<file path="config.mk">
export PLATFORM = sky130hd
export DESIGN_NAME = reg_bank
export DESIGN_NICKNAME = d
export VERILOG_FILES = /design/src/rtl/reg_bank_pkg.sv /design/src/rtl/reg_bank_cell.sv /design/src/rtl/reg_bank.sv
export SDC_FILE = /design/constraint.sdc
export NUM_CORES = 1
export LEC_CHECK = 0
export CAP_MARGIN = 10
export CORE_MARGIN = 2
export CORE_UTILIZATION = 49
export CTS_CLUSTER_SIZE = 14
export DETAILED_ROUTE_END_ITERATION = 7
export PLACE_DENSITY_LB_ADDON = 0.12
export RECOVER_POWER = 100
export SLEW_MARGIN = 10
export SYNTH_ARGS = -nofsm -noshare
export SYNTH_HDL_FRONTEND = slang
export SYNTH_SLANG_ARGS = --single-unit
export TNS_END_PERCENT = 100
</file>
<file path="constraint.sdc">
create_clock -name clk -period 1.8 [get_ports clk]
set_input_delay 0.45 -clock clk [delete_from_list [all_inputs] [get_ports clk]]
set_output_delay 0.45 -clock clk [all_outputs]
set_load 0.03 [all_outputs]
</file>
<file path="src/rtl/reg_bank_pkg.sv">
// reg_bank_pkg: shared encodings for the register bank.
// Holds the op codes, the branch-condition codes carried on rd[1:0]
// and the two-state FSM encoding used by reg_bank.
package reg_bank_pkg;

  typedef logic [1:0] op_t;
  localparam op_t OP_NONE   = 2'b00;
  localparam op_t OP_READ   = 2'b01;
  localparam op_t OP_BRANCH = 2'b10;
  localparam op_t OP_RSVD   = 2'b11;

  typedef logic [1:0] br_cond_t;
  localparam br_cond_t BR_ZF  = 2'b00;
  localparam br_cond_t BR_NZF = 2'b10;

  typedef logic [0:0] state_t;
  localparam state_t ST_IDLE  = 1'b0;
  localparam state_t ST_CLEAR = 1'b1;

endpackage

</file>
<file path="src/rtl/reg_bank_cell.sv">
// reg_bank_cell: one DW-wide storage register.
// Synchronous clear takes priority over the load enable, so the clear
// sequencer can zero a cell even if a load is requested in the same cycle.
module reg_bank_cell #(
  parameter int DW = 16
) (
  input  logic          clk,
  input  logic          rst,
  input  logic          clr,
  input  logic          ld,
  input  logic [DW-1:0] d,
  output logic [DW-1:0] q
);

  // Storage update: reset/clear zero the cell, otherwise load on enable
  always_ff @(posedge clk) begin
    if (rst || clr) begin
      q <= '0;
    end else if (ld) begin
      q <= d;
    end
  end

endmodule

</file>
<file path="src/rtl/reg_bank.sv">
// reg_bank: small general-register bank with two registered read ports,
// a zero flag with a registered branch decision, and a sequential clear
// that zeroes one register per cycle.
// Build option: define REG_BANK_BYPASS_EN to forward same-cycle write data
// to a read of the same address; without it such a read sees the old value.
module reg_bank
  import reg_bank_pkg::*;
#(
  parameter int DW      = 16,
  parameter int NREG    = 4,
  parameter int R0_ZERO = 0,
  localparam int AW     = $clog2(NREG)
) (
  input  logic          clk,
  input  logic          rst,
  input  logic [1:0]    op,
  input  logic [AW-1:0] rd,
  input  logic [AW-1:0] rs,
  input  logic          wr_en,
  input  logic [AW-1:0] wr_addr,
  input  logic [DW-1:0] wr_data,
  input  logic          zf_we,
  input  logic          zf_d,
  input  logic          clr,
  output logic [DW-1:0] rd_q,
  output logic [DW-1:0] rs_q,
  output logic          q_valid,
  output logic          zf_ctrl,
  output logic          br_valid,
  output logic          busy
);

  state_t        state;
  logic [AW-1:0] clr_idx;
  logic          zf;
  logic          idle;
  logic          wr_fire;
  logic [1:0]    br_cond;
  logic [DW-1:0] rd_val;
  logic [DW-1:0] rs_val;
  logic [DW-1:0] reg_q [NREG];

  assign idle    = (state == ST_IDLE);
  assign busy    = (state == ST_CLEAR);
  assign wr_fire = idle && wr_en && !clr;

  // With only two registers rd is a single bit, so the condition code is
  // zero-extended; otherwise the low two bits of rd select the condition.
  if (AW >= 2) begin : g_cond_wide
    assign br_cond = rd[1:0];
  end else begin : g_cond_narrow
    assign br_cond = {1'b0, rd};
  end

  for (genvar i = 0; i < NREG; i++) begin : g_cell
    logic cell_clr;
    logic cell_ld;
    assign cell_clr = busy && (clr_idx == AW'(i));
    assign cell_ld  = wr_fire && (wr_addr == AW'(i)) && !((R0_ZERO != 0) && (i == 0));
    reg_bank_cell #(.DW(DW)) u_cell (
      .clk (clk),
      .rst (rst),
      .clr (cell_clr),
      .ld  (cell_ld),
      .d   (wr_data),
      .q   (reg_q[i])
    );
  end

  // Read-port data selection including optional write forwarding and the
  // hard-wired zero register
  always_comb begin
    rd_val = reg_q[rd];
    rs_val = reg_q[rs];
`ifdef REG_BANK_BYPASS_EN
    if (wr_fire && (wr_addr == rd)) rd_val = wr_data;
    if (wr_fire && (wr_addr == rs)) rs_val = wr_data;
`endif
    if ((R0_ZERO != 0) && (rd == '0)) rd_val = '0;
    if ((R0_ZERO != 0) && (rs == '0)) rs_val = '0;
  end

  // Clear sequencer: walk clr_idx from 0 to NREG-1, then return to idle
  always_ff @(posedge clk) begin
    if (rst) begin
      state   <= ST_IDLE;
      clr_idx <= '0;
    end else if (idle) begin
      if (clr) begin
        state   <= ST_CLEAR;
        clr_idx <= '0;
      end
    end else begin
      if (clr_idx == AW'(NREG - 1)) state <= ST_IDLE;
      clr_idx <= clr_idx + 1'b1;
    end
  end

  // Zero flag: only written while idle, untouched by the clear sequence
  always_ff @(posedge clk) begin
    if (rst) begin
      zf <= 1'b0;
    end else if (idle && zf_we) begin
      zf <= zf_d;
    end
  end

  // Registered read ports: capture on an accepted read, hold otherwise
  always_ff @(posedge clk) begin
    if (rst) begin
      rd_q    <= '0;
      rs_q    <= '0;
      q_valid <= 1'b0;
    end else if (idle && (op == OP_READ)) begin
      rd_q    <= rd_val;
      rs_q    <= rs_val;
      q_valid <= 1'b1;
    end else begin
      q_valid <= 1'b0;
    end
  end

  // Branch decision from the pre-update zero flag; drops to 0 otherwise
  always_ff @(posedge clk) begin
    if (rst) begin
      zf_ctrl  <= 1'b0;
      br_valid <= 1'b0;
    end else if (idle && (op == OP_BRANCH)) begin
      br_valid <= 1'b1;
      case (br_cond)
        BR_ZF:   zf_ctrl <= zf;
        BR_NZF:  zf_ctrl <= ~zf;
        default: zf_ctrl <= 1'b0;
      endcase
    end else begin
      zf_ctrl  <= 1'b0;
      br_valid <= 1'b0;
    end
  end

endmodule
</file>
---- Word-level counts from Yosys, hierarchy flattened ----
Index checks and enable logic that the tools add are counted.
cells by class
  $lt $le $gt $ge ......................... 2
  equality and inequality tests ........... 9
  mux-type cells .......................... 14
  reductions and logical operators ........ 23
  $add $sub $neg .......................... 1
  bitwise logic cells ..................... 5
operators by type and width
  cell                                                                   number
  16-bit binary-select mux with 2-bit select                             2
  16-bit 2-to-1 mux                                                      4
  1-bit logical AND                                                      13
  2-bit equality test, second input constant                             6
  2-bit by 1-bit equality test with 1-bit output, second input constant  3
  3-bit >= comparator, second input constant                             2
  2-bit logical NOT                                                      3
  2-bit NOT with 3-bit output                                            2
  1-bit 2-to-1 mux                                                       5
  1-bit logical OR                                                       4
  2-bit 2-to-1 mux                                                       2
  1-bit NOT                                                              3
  2-bit by 1-bit adder with 2-bit output, second input constant          1
  1-bit one-hot mux with 2 select lines                                  1
  2-bit nonzero test                                                     1
  2-bit OR reduction                                                     1
  1-bit logical NOT                                                      1
word-level totals
  bits in registers ....................... 103
  logic and storage cells ................. 66
  input bits .............................. 30
  output and inout bits ................... 36

---- Depth between registers and ports, before layout ----
Gate-level depths: netlist of the first run.
  depth in word-level cells ............... 4
  mapped depth ............................ 6
  mapped depth without buffers ............ 5

---- Modules after synthesis ----
From an unflattened synthesis of the first run, not the netlist that was laid out.
second synthesis, totals
  cells, all modules ...................... 367
  area, all modules ....................... 4524.3 sq um
modules (own cells, without submodules)
  module         cells an instance  instances  sequential area each (sq um)  area each (sq um)
  reg_bank_cell  53                 4          320.3                         581.8
  reg_bank       155                1          780.7                         2197.1

---- Worst setup path before layout of the first run ----
Ideal clock, no wire load.
  path type ............................... input to register
  start point ............................. input port rd[1]
  end point ............................... register rd_q[10]
  setup time .............................. 0.117 ns
  arrival ................................. 1.677 ns
  data required time ...................... 1.683 ns
  setup slack ............................. 0.006 ns
  stages .................................. 4
  cells stage by stage .................... buf_2 -> buf_2 -> mux4_2 -> a22o_1
on the way
  word-level cells in the longest chain between the ends .. 4
ends and longest elaborated chain
  item                                                   RTL line         text
  start, declared                                        reg_bank.sv:17   input logic [AW-1:0] rd,
  2-bit NOT with 3-bit output (not written as such)      reg_bank.sv:73   rd_val = reg_q[rd];
  16-bit binary-select mux with 2-bit select             reg_bank.sv:73
  16-bit 2-to-1 mux (not written as such) (2 in series)  reg_bank.sv:73
  end signal, assigned                                   reg_bank.sv:115  rd_q <= rd_val;
  end, declared                                          reg_bank.sv:25   output logic [DW-1:0] rd_q,
Every way passes these cells. The select of a mux whose other input is x is not followed.
A chain may end at the register's enable or synchronous reset.

---- Worst setup path in the final report of the first run ----
  start point ............................. input port wr_addr[1]
  end point ............................... register g_cell[0].u_cell.q[12]
on the way
  word-level cells in the longest chain between the ends .. 2
ends and longest elaborated chain
  item                  RTL line             text
  start, declared       reg_bank.sv:20       input logic [AW-1:0] wr_addr,
  2-bit logical NOT     reg_bank.sv:59       assign cell_ld = wr_fire && (wr_addr == AW'(i)) && !((R0_ZERO != 0) && (i == 0));
  1-bit logical AND     reg_bank.sv:59
  end signal, assigned  reg_bank_cell.sv:18  q <= '0;
  end signal, assigned  reg_bank_cell.sv:20  q <= d;
  end, declared         reg_bank_cell.sv:12  output logic [DW-1:0] q
Every way passes these cells.

==> key figures, run 1 <==
Status
  • Outcome: completed

Clock tree
  • Total CTS buffers: 9
  • Clk_lat worst skew: 0.37 ns
  • Worst-path clk slew: 0.11 ns
  • Clock net sink count: 103
  • Post-CTS Setup Inserts: 0
  • CTS tree: yes
  • H-tree depth: 3
  • Clock buffer depth: 2
  • CTS Root Cell: clkbuf_8

Synthesis
  • Post-synth EDFFs: 0
  • Post-synth top area cell: dfxtp_1
  • Synth area leaders: dfxtp_1 43%, mux4_2 15%, a22o_1 5.8%
  • Largest family of logic cells by synthesized area: compound AO/OA/AOI/OAI gates
  • Post-synthesis sequential area ratio: 42.8%
  • Synth Flop Type: dfxtp_1
  • Top cell type's share of synthesized area: 42.8%
  • Ys async rst share: 0%
  • Synth Area in XOR/XNOR: 0.182%
  • Cell Area, Synth: 4820 µm²
  • Post-synthesis cell type count: 31
  • Syn_area_per_cell: 10.8 µm²
  • Adder-cell area share of the yosys netlist: 1.04%
  • Synth Register Bits: 103
  • Mux contribution to synthesized area: 15.4%
  • Synth Instances: 445
  • Syn nets: 479
  • Compound-gate portion of the synthesized area: 22.8%
  • Simple-gate portion of the synthesized area: 12.2%
  • Most frequent cells after synthesis: 103 x dfxtp_1, 65 x nand2_1, 32 x a22o_1, 32 x mux4_2, 32 x nand4_1
  • Count leader, synth: dfxtp_1
  • Yosys warnings: 0

Placed design
  • Placed Instances: 628
  • Routability Congestion: 0.809
  • Placed cell areas: 5880 µm²
  • Port Buffers: 65
  • Post-DP HPWL: 7880 µm

Run
  • Max Cap Viol: 0

Floorplan
  • Starting Density: 50.0%
  • Num ports: 66
  • Die Height: 103 µm
  • Core area: 9640 µm²
  • Row count: 36
  • Die area: 10,600 µm²
  • Horiz. Die Dim: 103 µm

Worst setup path
  • Crit path cell chain: clkdlybuf4s50_1, or4b_4, buf_6, o211ai_1, o31ai_2
  • Critical path data required time: 2.04 ns
  • Critical path's slowest cell: or4b_4
  • Delay-heaviest family, CP: buffers and inverters
  • Crit path max fanout: 16
  • CP Capture Type: flip-flop
  • Crit path kind: primary input to flip-flop
  • Critical path's largest stage delay: 0.56 ns
  • Worst R2R Start: busy
  • Worst Path Arrival: 1.97 ns
  • Bufs and invs on worst path: 2
  • Startpoint Class: primary input
  • Crit path from: wr_addr[1]

Layout
  • Design area: 5990 µm²
  • Share of post-route cells with drive strength above 1: 24.5%
  • Antenna cell count: 0
  • Area grow syn2layout: 24.3%
  • Final Core Density: 62.1%
  • Final std cells w/o fill: 644
  • Fin nets: 540

Routing
  • Antenna-violating nets left: 0
  • Post-Route WL: 11,900 µm
  • DRC: 0
  • WL/cell: 18.4 µm
  • Drt pass-1 iters: 5
  • Via-to-Cell Ratio: 6.03
  • DR iter-0 viols: 235
  • Via count: 3,883

GRT
  • Aggregate global-route resource usage: 23.8%
  • Initial antenna violation count: 0
  • Vias in the first global route: 3,786
  • First-pass GRT wire length: 19,200 µm
  • Largest net degree at the start of global routing: 34
  • GR Overflow Total: 0

Timing
  • Final-report setup violation count: 0
  • Unrepaired setup endpoints after global routing: false
  • Final Max Slew Viols: 0
  • Worst-margin pin slew: 0.378 ns
  • Relative slew slack: 74.4%
  • Final Hold Vio Count: 0
  • Minimum clock period: 1.72 ns
  • Fmax: 581 MHz
  • Crit share post-route: 95.7%
  • Setup Skew: 0.0202 ns

Pwr
  • Pleak: 0.00228 µW
  • Pwr dens: 740 nW/µm²
  • Peak supply drop: 0.485 mV

Hold path
  • Hold Path Class: flip-flop to flip-flop
  • Hold Path Origin: g_cell[3].u_cell.q[3]
==> area by class of cell <==
type | instances | area (µm²)
fill | 857 | 3650
multi-input combinational | 287 | 2510
sequential | 103 | 2060
timing repair buffer | 103 | 1030
tap | 133 | 166
clock buffer | 11 | 151
clock inverter | 5 | 63.8
inverter | 2 | 7.51
==> state kept, by name (all words and copies together), names as in the netlist <==
name / count
g_cell.u_cell.q: 64
br_valid: 1
q_valid: 1
zf: 1
clr_idx: 2
zf_ctrl: 1
busy: 1
rd_q: 16
rs_q: 16
==> where the power goes <==
group	total, µW	switching (µW)	internal (µW)	leakage (µW)
combinational	552	319	232	0.00134
sequential	2330	22.8	2310	0.000832
clock	1550	818	730	0.000106
==> metrics by stage <==
stage	setup TNS [ns]	worst slack (ns)	power [µW]	hold WS [ns]
3_3_place_gp	-12.98	-0.214	2940	0.443
4_1_cts	0	0.111	4490	0.467
3_5_place_dp	-14.86	-0.264	2960	0.451
2_1_floorplan	0	0.00649	2690	0.435
5_1_grt	0	0.0446	4600	0.490
6_report	0	0.0775	4430	0.472
==> cells by family (layout without fill, tap and decap cells) <==
family	count (synthesis)	after routing
fa+ha+maj	4	4
compound gates	133	133
buf+inv	55	121
mux	34	34
simple gates	115	115
flops	103	103
xor+xnor	1	1
==> repair_timing <==
action	in CTS	in global routing
hold buffers	0	0
endpoints found under the setup margin	35	0
gates resized for setup	35	0
hold endpoints to repair	0	0
==> per-layer routing <==
metal | GRT usage, % | share of wire, % | vias to the layer above
met1 | 32.0 | 43 | 1884
li1 | - | - | 1830
met3 | 6.51 | 8.9 | 5
met5 | 0 | 0 | -
met2 | 38.3 | 48 | 164
met4 | 6.38 | 0.84 | 0
==> worst min-delay path, cell delays in order, from the launching register on <==
cell and delay [ns]:
dfxtp_1 0.33, nand2_1 0.06, o21ai_1 0.05
==> final timing paths <==
| path | end | slack, ns | cells after the start |
|---|---|---|---|
| min | g_cell[3].u_cell.q[3] | 0.47 | 2 |
| max reg2reg | g_cell[0].u_cell.q[12] | 0.27 | 4 |
| min reg2reg | g_cell[3].u_cell.q[3] | 0.47 | 2 |
| max | g_cell[0].u_cell.q[12] | 0.08 | 5 |
==> placed cells by master (no fill, tap or decap), types with 2 or more instances in the layout <==
cell type        count
mux4_2              32
clkbuf_8            11
o31ai_1             16
buf_6                3
nand2_1             65
mux2i_1              2
ha_1                 4
nor2b_1              2
clkbuf_2             2
o21ai_0             26
nand4_1             32
o211ai_2            13
o31ai_2             16
inv_1                2
dlygate4sd2_1       35
o211ai_1            19
a21oi_2              3
buf_12              11
clkdlybuf4s50_1     27
nor3b_1              2
buf_4               23
a22o_1              32
dfxtp_1            103
clkinv_4             2
nor2_1               5
o21ai_1              6
No activity file was read; power rests on OpenSTA's default activity.
==> inputs of run 2 (changes only) <==
- SLEW_MARGIN: 10 -> unset
==> results of run 2 <==
No change in the layout: final DEF, timing and power equal those of run 1.
